==> config.mk <==
export PLATFORM = sky130hd
export DESIGN_NAME = instr_reg_sequencer_flat
export DESIGN_NICKNAME = d
export VERILOG_FILES = /design/src/rtl/instr_reg_sequencer_if.sv /design/src/rtl/instr_reg_sequencer.sv /design/src/flat_wrapper.sv
export SDC_FILE = /design/constraint.sdc
export NUM_CORES = 1
export LEC_CHECK = 0
export CAP_MARGIN = 30
export CORE_AREA = 3 3 165 167
export DETAILED_ROUTE_END_ITERATION = 10
export DIE_AREA = 0 0 168 170
export PLACE_DENSITY = 0.6
export SYNTH_ARGS = -nofsm -noshare
export SYNTH_HDL_FRONTEND = slang
export SYNTH_SLANG_ARGS = --single-unit
export TNS_END_PERCENT = 5
==> constraint.sdc <==
create_clock -name clk -period 1.8 [get_ports clk]
set_input_delay 0.36 -clock clk [delete_from_list [all_inputs] [get_ports clk]]
set_output_delay 0.36 -clock clk [all_outputs]
set_load 0.005 [all_outputs]
==> src/rtl/instr_reg_sequencer_if.sv <==
// Shared types for the instruction-register sequencer and the bundle of
// request, register-port and response signals it connects to.
package instr_reg_sequencer_pkg;
  localparam int unsigned NUM_REQ = 2;
  localparam int unsigned ADDR_W  = 5;
  localparam int unsigned OPND_W  = 32;
  localparam int unsigned RES_W   = 64;

  typedef enum logic [3:0] {
    ZERO  = 4'd0,
    PASSA = 4'd1,
    PASSB = 4'd2,
    ADD   = 4'd3,
    SUB   = 4'd4,
    MULT  = 4'd5,
    DIV   = 4'd6,
    MOD   = 4'd7
  } opcode_t;

  typedef logic signed [OPND_W-1:0] operand_t;
  typedef logic [ADDR_W-1:0]        address_t;
  typedef logic signed [RES_W-1:0]  result_t;

  typedef struct packed {
    opcode_t  opc;
    operand_t op_a;
    operand_t op_b;
    result_t  result;
  } instruction_t;
endpackage

interface instr_reg_sequencer_if;
  import instr_reg_sequencer_pkg::*;

  logic [NUM_REQ-1:0]     req_valid;
  logic [NUM_REQ-1:0]     req_ready;
  opcode_t  [NUM_REQ-1:0] req_opcode;
  operand_t [NUM_REQ-1:0] req_operand_a;
  operand_t [NUM_REQ-1:0] req_operand_b;

  logic         load_en;
  opcode_t      opcode;
  operand_t     operand_a;
  operand_t     operand_b;
  address_t     write_pointer;
  address_t     read_pointer;
  instruction_t instruction_word;

  logic     resp_valid;
  logic     resp_ready;
  logic     resp_id;
  address_t resp_addr;
  result_t  resp_result;
  logic     wrapped;

  // Sequencer side
  modport master (
    input  req_valid, req_opcode, req_operand_a, req_operand_b,
    input  instruction_word, resp_ready,
    output req_ready, load_en, opcode, operand_a, operand_b,
    output write_pointer, read_pointer,
    output resp_valid, resp_id, resp_addr, resp_result, wrapped
  );

  // Requesters, response consumer and instruction register side
  modport slave (
    output req_valid, req_opcode, req_operand_a, req_operand_b,
    output instruction_word, resp_ready,
    input  req_ready, load_en, opcode, operand_a, operand_b,
    input  write_pointer, read_pointer,
    input  resp_valid, resp_id, resp_addr, resp_result, wrapped
  );
endinterface

==> src/rtl/instr_reg_sequencer.sv <==
// Round-robin two-requester front end for the instruction register: grant,
// load one entry, read it back and hand the stored result to the winner.
module instr_reg_sequencer
  import instr_reg_sequencer_pkg::*;
#(
  parameter int unsigned DEPTH     = 32,
  parameter int unsigned BASE_ADDR = 0
) (
  input  logic                   clk,
  input  logic                   reset_n,
  instr_reg_sequencer_if.master  bus
);

  localparam address_t LAST_ADDR  = address_t'(DEPTH - 1);
  localparam address_t FIRST_ADDR = address_t'(BASE_ADDR);

  typedef enum logic [1:0] {IDLE, WRITE, READ, RESP} state_t;

  state_t   state;
  address_t wp;
  logic     prio;
  logic     id_q;

  logic     grant_c;
  logic     winner_c;

  // Grant is only offered in IDLE; priority holder wins if it is asking.
  always_comb begin
    winner_c      = prio;
    grant_c       = 1'b0;
    bus.req_ready = '0;
    if (!bus.req_valid[prio]) winner_c = ~prio;
    if (reset_n && (state == IDLE) && (bus.req_valid != '0)) grant_c = 1'b1;
    if (grant_c) bus.req_ready[winner_c] = 1'b1;
  end

  always_ff @(posedge clk or negedge reset_n) begin
    if (!reset_n) begin
      state             <= IDLE;
      wp                <= FIRST_ADDR;
      prio              <= 1'b0;
      id_q              <= 1'b0;
      bus.load_en       <= 1'b0;
      bus.opcode        <= ZERO;
      bus.operand_a     <= '0;
      bus.operand_b     <= '0;
      bus.write_pointer <= '0;
      bus.read_pointer  <= '0;
      bus.resp_valid    <= 1'b0;
      bus.resp_id       <= 1'b0;
      bus.resp_addr     <= '0;
      bus.resp_result   <= '0;
      bus.wrapped       <= 1'b0;
    end else begin
      case (state)
        IDLE: begin
          if (grant_c) begin
            bus.load_en       <= 1'b1;
            bus.opcode        <= bus.req_opcode[winner_c];
            bus.operand_a     <= bus.req_operand_a[winner_c];
            bus.operand_b     <= bus.req_operand_b[winner_c];
            bus.write_pointer <= wp;
            id_q              <= winner_c;
            prio              <= ~winner_c;
            state             <= WRITE;
          end
        end
        WRITE: begin
          bus.load_en      <= 1'b0;
          bus.opcode       <= ZERO;
          bus.operand_a    <= '0;
          bus.operand_b    <= '0;
          bus.read_pointer <= wp;
          state            <= READ;
        end
        READ: begin
          bus.resp_result <= bus.instruction_word.result;
          bus.resp_addr   <= wp;
          bus.resp_id     <= id_q;
          bus.resp_valid  <= 1'b1;
          if (wp == LAST_ADDR) begin
            wp          <= '0;
            bus.wrapped <= 1'b1;
          end else begin
            wp <= wp + address_t'(1);
          end
          state <= RESP;
        end
        RESP: begin
          if (bus.resp_ready) begin
            bus.resp_valid <= 1'b0;
            state          <= IDLE;
          end
        end
        default: state <= IDLE;
      endcase
    end
  end

endmodule

==> src/flat_wrapper.sv <==
// flat-port wrapper written by rule: the top's interface ports become plain ports
module instr_reg_sequencer_flat import instr_reg_sequencer_pkg::*;
#(
  parameter int unsigned DEPTH     = 32,
  parameter int unsigned BASE_ADDR = 0
)
  (clk, reset_n, bus_req_valid, bus_req_opcode, bus_req_operand_a, bus_req_operand_b, bus_instruction_word, bus_resp_ready, bus_req_ready, bus_load_en, bus_opcode, bus_operand_a, bus_operand_b, bus_write_pointer, bus_read_pointer, bus_resp_valid, bus_resp_id, bus_resp_addr, bus_resp_result, bus_wrapped);
  instr_reg_sequencer_if bus_i ();
  input  logic clk;
  input  logic reset_n;
  input wire logic [$bits(bus_i.req_valid)-1:0] bus_req_valid;
  input wire logic [$bits(bus_i.req_opcode)-1:0] bus_req_opcode;
  input wire logic [$bits(bus_i.req_operand_a)-1:0] bus_req_operand_a;
  input wire logic [$bits(bus_i.req_operand_b)-1:0] bus_req_operand_b;
  input wire logic [$bits(bus_i.instruction_word)-1:0] bus_instruction_word;
  input wire logic [$bits(bus_i.resp_ready)-1:0] bus_resp_ready;
  output wire logic [$bits(bus_i.req_ready)-1:0] bus_req_ready;
  output wire logic [$bits(bus_i.load_en)-1:0] bus_load_en;
  output wire logic [$bits(bus_i.opcode)-1:0] bus_opcode;
  output wire logic [$bits(bus_i.operand_a)-1:0] bus_operand_a;
  output wire logic [$bits(bus_i.operand_b)-1:0] bus_operand_b;
  output wire logic [$bits(bus_i.write_pointer)-1:0] bus_write_pointer;
  output wire logic [$bits(bus_i.read_pointer)-1:0] bus_read_pointer;
  output wire logic [$bits(bus_i.resp_valid)-1:0] bus_resp_valid;
  output wire logic [$bits(bus_i.resp_id)-1:0] bus_resp_id;
  output wire logic [$bits(bus_i.resp_addr)-1:0] bus_resp_addr;
  output wire logic [$bits(bus_i.resp_result)-1:0] bus_resp_result;
  output wire logic [$bits(bus_i.wrapped)-1:0] bus_wrapped;
  assign bus_i.req_valid = bus_req_valid;
  assign bus_i.req_opcode = bus_req_opcode;
  assign bus_i.req_operand_a = bus_req_operand_a;
  assign bus_i.req_operand_b = bus_req_operand_b;
  assign bus_i.instruction_word = bus_instruction_word;
  assign bus_i.resp_ready = bus_resp_ready;
  assign bus_req_ready = bus_i.req_ready;
  assign bus_load_en = bus_i.load_en;
  assign bus_opcode = bus_i.opcode;
  assign bus_operand_a = bus_i.operand_a;
  assign bus_operand_b = bus_i.operand_b;
  assign bus_write_pointer = bus_i.write_pointer;
  assign bus_read_pointer = bus_i.read_pointer;
  assign bus_resp_valid = bus_i.resp_valid;
  assign bus_resp_id = bus_i.resp_id;
  assign bus_resp_addr = bus_i.resp_addr;
  assign bus_resp_result = bus_i.resp_result;
  assign bus_wrapped = bus_i.wrapped;
  instr_reg_sequencer #(.DEPTH(DEPTH), .BASE_ADDR(BASE_ADDR)) u_core (.clk(clk), .reset_n(reset_n), .bus(bus_i));
endmodule
# [Yosys cells after proc, flatten, opt, wreduce, memory -nomap -nowiden]
# Cells that the tools add are included.
[word_totals] register_bits=160 in_bits=273 output_inout_bits=153
[classes] n_mux=27 n_bitwise=2 add_sub_neg=1 order_cmp=3 n_eq_ne=6 reduce_logical=12
[ops] operator="$mux W32" n=6
[ops] operator="$pmux W32 S2" n=2
[ops] operator="$mux W4" n=3
[ops] operator="$reduce_and A2 Y1" n=5
[ops] operator="$pmux W2 S4" n=1
[ops] operator="$pmux W4 S2" n=1
[ops] operator="$mux W1" n=7
[ops] operator="$mux W2" n=3
[ops] operator="$reduce_bool A2 Y1" n=3
[ops] operator="$add A5 B1 Y5 const B" n=1
[ops] operator="$eq A5 B5 Y1 const B" n=1
[ops] operator="$mux W5" n=1
[ops] operator="$eq A2 B2 Y1 const B" n=2
[ops] operator="$lt A1 B2 Y1 const B" n=2
[ops] operator="$pmux W1 S2" n=2
[ops] operator="$logic_and A1 B1 Y1" n=3
[ops] operator="$eq A2 B1 Y1 const B" n=1
[ops] operator="$logic_not A2 Y1" n=1
[ops] operator="$ne A2 B1 Y1 const B" n=1
[ops] operator="$ne A2 B2 Y1 const B" n=1
[ops] operator="$not A1 Y1" n=2
[ops] operator="$demux W1 S1" n=1
[ops] operator="$ge A1 B1 Y1 const B" n=1

# [Logic depth before layout (Yosys ltp)]
# Gate-level depths: netlist (run 1).
[logic_depth] ltp_word=8 depth_mapped=8

# [Worst setup path after synthesis (run 1)]
# No wires, ideal clock.
[synth_timing] path_type="register to register" startpoint="register u_core.state[0]" endpoint="register u_core.bus.operand_a[10]" period_less_slack_ns=1.573 setup_slack_ns=0.227 t_arrival_ns=1.499 path_stages_with_launch=9 path_buffers=3 path_cell_list="dfrtp_1 > inv_1 > ha_1 > o211ai_2 > or2_1 > buf_2 > buf_6 > buf_6 > o21ai_2"
[synth_between] elab_chain_len=6
[synth_rtl] element="from (decl)" line="instr_reg_sequencer.sv:19" rtl="state_t state;"
[synth_rtl] element="from (signal assigned)" line="instr_reg_sequencer.sv:39" rtl="state <= IDLE;"
[synth_rtl] element="from (signal assigned)" line="instr_reg_sequencer.sv:65" rtl="state <= WRITE;"
[synth_rtl] element="from (signal assigned)" line="instr_reg_sequencer.sv:74" rtl="state <= READ;"
[synth_rtl] element="$logic_not A2 Y1" line="instr_reg_sequencer.sv:33, instr_reg_sequencer.sv:55"
[synth_rtl] element="$logic_and A1 B1 Y1 (2 in a row)" line="instr_reg_sequencer.sv:33" rtl="if (reset_n && (state == IDLE) && (bus.req_valid != '0)) grant_c = 1'b1;"
[synth_rtl] element="$mux W1" line="instr_reg_sequencer.sv:33"
[synth_rtl] element="$ne A2 B1 Y1 (no line)"
[synth_rtl] element="$reduce_and A2 Y1 (no line)"
[synth_rtl] element="to (signal assigned)" line="instr_reg_sequencer.sv:60" rtl="bus.operand_a <= bus.req_operand_a[winner_c];"
[synth_rtl] element="to (decl)" line="instr_reg_sequencer_if.sv:60" rtl="output req_ready, load_en, opcode, operand_a, operand_b,"
# Several ways; a longest one is shown, not always the timed one.
# A chain may end at the register's enable or synchronous reset.

# [Worst setup path in the final report (run 1)]
[layout_timing] startpoint="input bus_req_valid[0]" endpoint="output bus_req_ready[0]"
[layout_between] elab_chain_len=8
[layout_rtl] element="from (decl)" line="flat_wrapper.sv:11" rtl="input wire logic [$bits(bus_i.req_valid)-1:0] bus_req_valid;"
[layout_rtl] element="$mux W1 (not written as such) (2 in a row)" line="instr_reg_sequencer.sv:32" rtl="if (!bus.req_valid[prio]) winner_c = ~prio;"
[layout_rtl] element="$mux W1" line="instr_reg_sequencer.sv:32"
[layout_rtl] element="$lt A1 B2 Y1 (not written as such) / $ge A1 B1 Y1 (equally long branches)" line="instr_reg_sequencer.sv:34" rtl="if (grant_c) bus.req_ready[winner_c] = 1'b1;"
[layout_rtl] element="$logic_and A1 B1 Y1 (not written as such)" line="instr_reg_sequencer.sv:34"
[layout_rtl] element="$mux W1 (not written as such)" line="instr_reg_sequencer.sv:34"
[layout_rtl] element="$demux W1 S1"
[layout_rtl] element="$mux W2 (*)" line="instr_reg_sequencer.sv:34"
[layout_rtl] element="to (decl)" line="flat_wrapper.sv:17" rtl="output wire logic [$bits(bus_i.req_ready)-1:0] bus_req_ready;"
# Mark *: on every way between the ends. The rest lies on a longest branch, timed or not. The select of a mux whose other input is x is not followed.

==> results.md, run 1 <==
- Met3 wire len: 1220 um
- GR Overflow Total: 0
- CTS Root Cell: clkbuf_16
- First-pass GRT wire length: 32,400 um
- Cell variety after synth: 27
- H-tree level count: 4
- Crit path time final: 1750 ps
- Final hold violations: 0
- Initial antenna violation count: 0
- Synthesized instance count: 526
- Layout area overhead: 72.2%
- Placement Setup Slack: -369 ps
- Vias: 5,387
- Length of routed met2 wiring: 11,200 um
- Synthesized area: around 0.0067 mm^2
- Critical Path Sink Type: primary output
- Max_slew headroom: 33.1%
- Fmax: between 500 and 600 MHz
- GPL Wtd Cong: 0.743
- Setup repair after global routing missed its margin: yes
- Required @ worst endpoint: 1440 ps
- IO Pins: 426
- Core Util, Final: 44.7%
- Final Cycle Share: between 90 and 100%
- Register area share after synthesis: 59.5%
- CTS hold repair buffers: 0
- Top Layer Used: met4
- DPL Wire Length: 15,800 um
- #FFs+latches synth: 160
- Slew @ Worst Pin: roughly 1000 ps
- Final ANT Viol Nets: 0
- ANT cells: 0
- Die Width: ~170 um
- DR WL/cell: 17.6 um
- Number of fill cells in the layout: between 2,000 and 2,500
- Type of origin of the critical path: primary input
- Crit-path max FO: 4
- Clock slew at reported path FFs: 80 ps
- Sink Count: 160
- M1 WL: 9060 um
- Net Count, Synth: between 800 and 900
- Die footprint: around 0.029 mm^2
- Fraction of layout cells with a size suffix above 1: 18.3%
- Hold Crit Class: in -> async
- Setup TNS: 0 ps
- Finish-stage setup viols: 0
- Arrival time worst endpoint: roughly 1400 ps
- Latest clock arrival within the worst-skew pair: 420 ps
- Row cnt: 59
- Crit path kind: in -> out
- Initial Utilization: 26.0%
- Max-slew violation count: 0
- Largest net degree at the start of global routing: approximately 160
- Synth warnings: 0
- Status: complete, no violations
- Number of remaining DRC errors: 0
- Maximum vdd drop: 0.818 mV
- Total routed wirelength: around 22,000 um
- CTS Buf Count: 17
- Leakage: 0.00496 uW
- R2R depth: 7
- Final cell count without fillers: 1,247
- Die height: 170 um
- Core footprint: approximately 0.026 mm^2
- PwrDens: 1560 mW/mm^2
- Avg Inst Size Synth: between 10 and 15 um^2
- Tot GR Track Use: between 10 and 15%
- Placed cell count: roughly 1,200
- Nets: 1,179
- Hold_ws: 2.66 ps
- Vias in the first global route: 5,546
- CTS tree: built
- Clock Tree Buf Depth: 2
- I/O Buffers: 357
- Vias per cell: about 4.3
- DR iter-0 viols: between 200 and 250
- Setup ws final: roughly 48 ps
- TritonRoute pass-1 iters: 4
- Worst Skew: 12.2 ps
- Max-Cap Viols: 0
[cell usage after synthesis]
library cell / n / share of area, %
clkbuf_2: 1 / 0.074
clkbuf_4: 1 / 0.11
o21ai_2: 9 / 1.2
nor2_1: 2 / 0.11
or2_1: 1 / 0.093
and3_1: 1 / 0.093
mux2_2: 81 / 14
o21ai_1: 18 / 1.3
buf_6: 2 / 0.33
nand2_1: 73 / 4.1
o211ai_2: 1 / 0.19
a21o_1: 2 / 0.22
o22ai_1: 2 / 0.19
ha_1: 7 / 1.3
nand2b_1: 3 / 0.28
clkbuf_1: 9 / 0.50
a21oi_1: 3 / 0.22
mux2i_1: 69 / 10
inv_1: 6 / 0.33
o21ai_0: 49 / 3.6
buf_4: 7 / 0.78
nor2b_1: 2 / 0.19
dfrtp_1: 160 / 60
buf_2: 14 / 1.0
nand3_1: 1 / 0.074
nor3b_1: 1 / 0.11
a21boi_2: 1 / 0.17
[flip-flops by register name, summed over array words and instances, names as in the netlist]
signal,cells
u_core.bus.resp_valid,1
u_core.prio,1
u_core.bus.resp_id,1
u_core.bus.operand_b,32
u_core.bus.load_en,1
u_core.bus.resp_addr,5
u_core.bus.resp_result,64
u_core.bus.operand_a,32
u_core.bus.read_pointer,5
u_core.id_q,1
u_core.state,2
u_core.wp,5
u_core.bus.write_pointer,5
u_core.bus.wrapped,1
u_core.bus.opcode,4
[timing repair]
action | CTS | global route
setup buffers | 2 | 2
gates cloned | 0 | 2
setup endpoints to repair | 71 | 65
resized for setup | 14 | 38
pin swaps | 2 | 2
[cell usage in the layout (no fill, tap or decap), drive strengths merged]
master and n:
mux2 81, a21boi 1, clkinv 6, ha 7
nand3 1, and3 1, buf 32, inv 14
mux2i 69, a21o 2, nor2b 2, nor2 2
nand2 73, bufinv 1, clkdlybuf4s50 354, or2 1
o22ai 2, clkbuf 19, o21ai 76, nand2b 3
o211ai 1, dfrtp 160, nor3b 1, a21oi 3
[critical path: stages]
cell             delay (ps)
clkdlybuf4s50_1         550
nand2b_1                120
o21ai_4                 100
nor2b_1                 150
buf_2                   120
[metrics by stage]
step | cell area (um^2) | power [uW]
finish | 11600 | 18100
floorplan | 6730 | 9400
CTS | 11500 | 18100
global placement | 10800 | 13900
detailed placement | 10800 | 14000
global route | 11600 | 19300
[where the power goes]
| group | switching [uW] | leakage (uW) | internal [uW] |
|---|---|---|---|
| sequential | 753 | 0.00199 | 5080 |
| clock | 1810 | 0.000309 | 2040 |
| combinational | 3270 | 0.00266 | 5150 |
[logic make-up after synthesis]
group	count (synthesis)	synth area share, %
simple gates	84	5.02
fa+ha+maj	7	1.30
compound gates	85	7.14
flops	160	59.5
mux	150	23.8
buf+inv	40	3.18
[final cells by class]
cell class              instances  area (um^2)  area share (%)
clock buffers                  17          425            3.67
clock inverters                15          213            1.84
inverters                       6         22.5           0.194
multi-input cells             326         2570            22.2
flip-flops and latches        160         4000            34.6
well taps                     335          419            3.62
repair buffers                388         3930            33.9
[layer usage]
| metal | GRT usage (%) | vias up |
|---|---|---|
| li1 | - | 2574 |
| met1 | 18.0 | 2613 |
| met2 | 25.0 | 176 |
| met3 | 3.04 | 24 |
| met4 | 5.27 | 0 |
| met5 | 0 | - |
[path summary, 6_finish.rpt]
kind	slack, ps	startpoint	to
worst max-delay path	50	bus_req_valid[0]	bus_req_ready[0]
worst min register to register	460	u_core.bus.wrapped	u_core.bus.wrapped
worst min-delay path	3	reset_n	u_core.bus.operand_a[1]
max in group asynchronous	940	reset_n	u_core.bus.operand_b[21]
min in group clk	410	reset_n	u_core.id_q
worst max register to register	80	u_core.state[0]	u_core.bus.opcode[2]
Power figures use the tool's default switching activity.
==> inputs of run 2 (changes only) <==
--- a/config.mk
+++ b/config.mk
@@ -7,6 +7,7 @@
 export LEC_CHECK = 0
 export CAP_MARGIN = 30
 export CORE_AREA = 3 3 165 167
+export CTS_CLUSTER_DIAMETER = 80
 export DETAILED_ROUTE_END_ITERATION = 10
 export DIE_AREA = 0 0 168 170
 export PLACE_DENSITY = 0.6
==> results of run 2 <==
No change in the layout: final DEF, timing and power equal those of run 1.
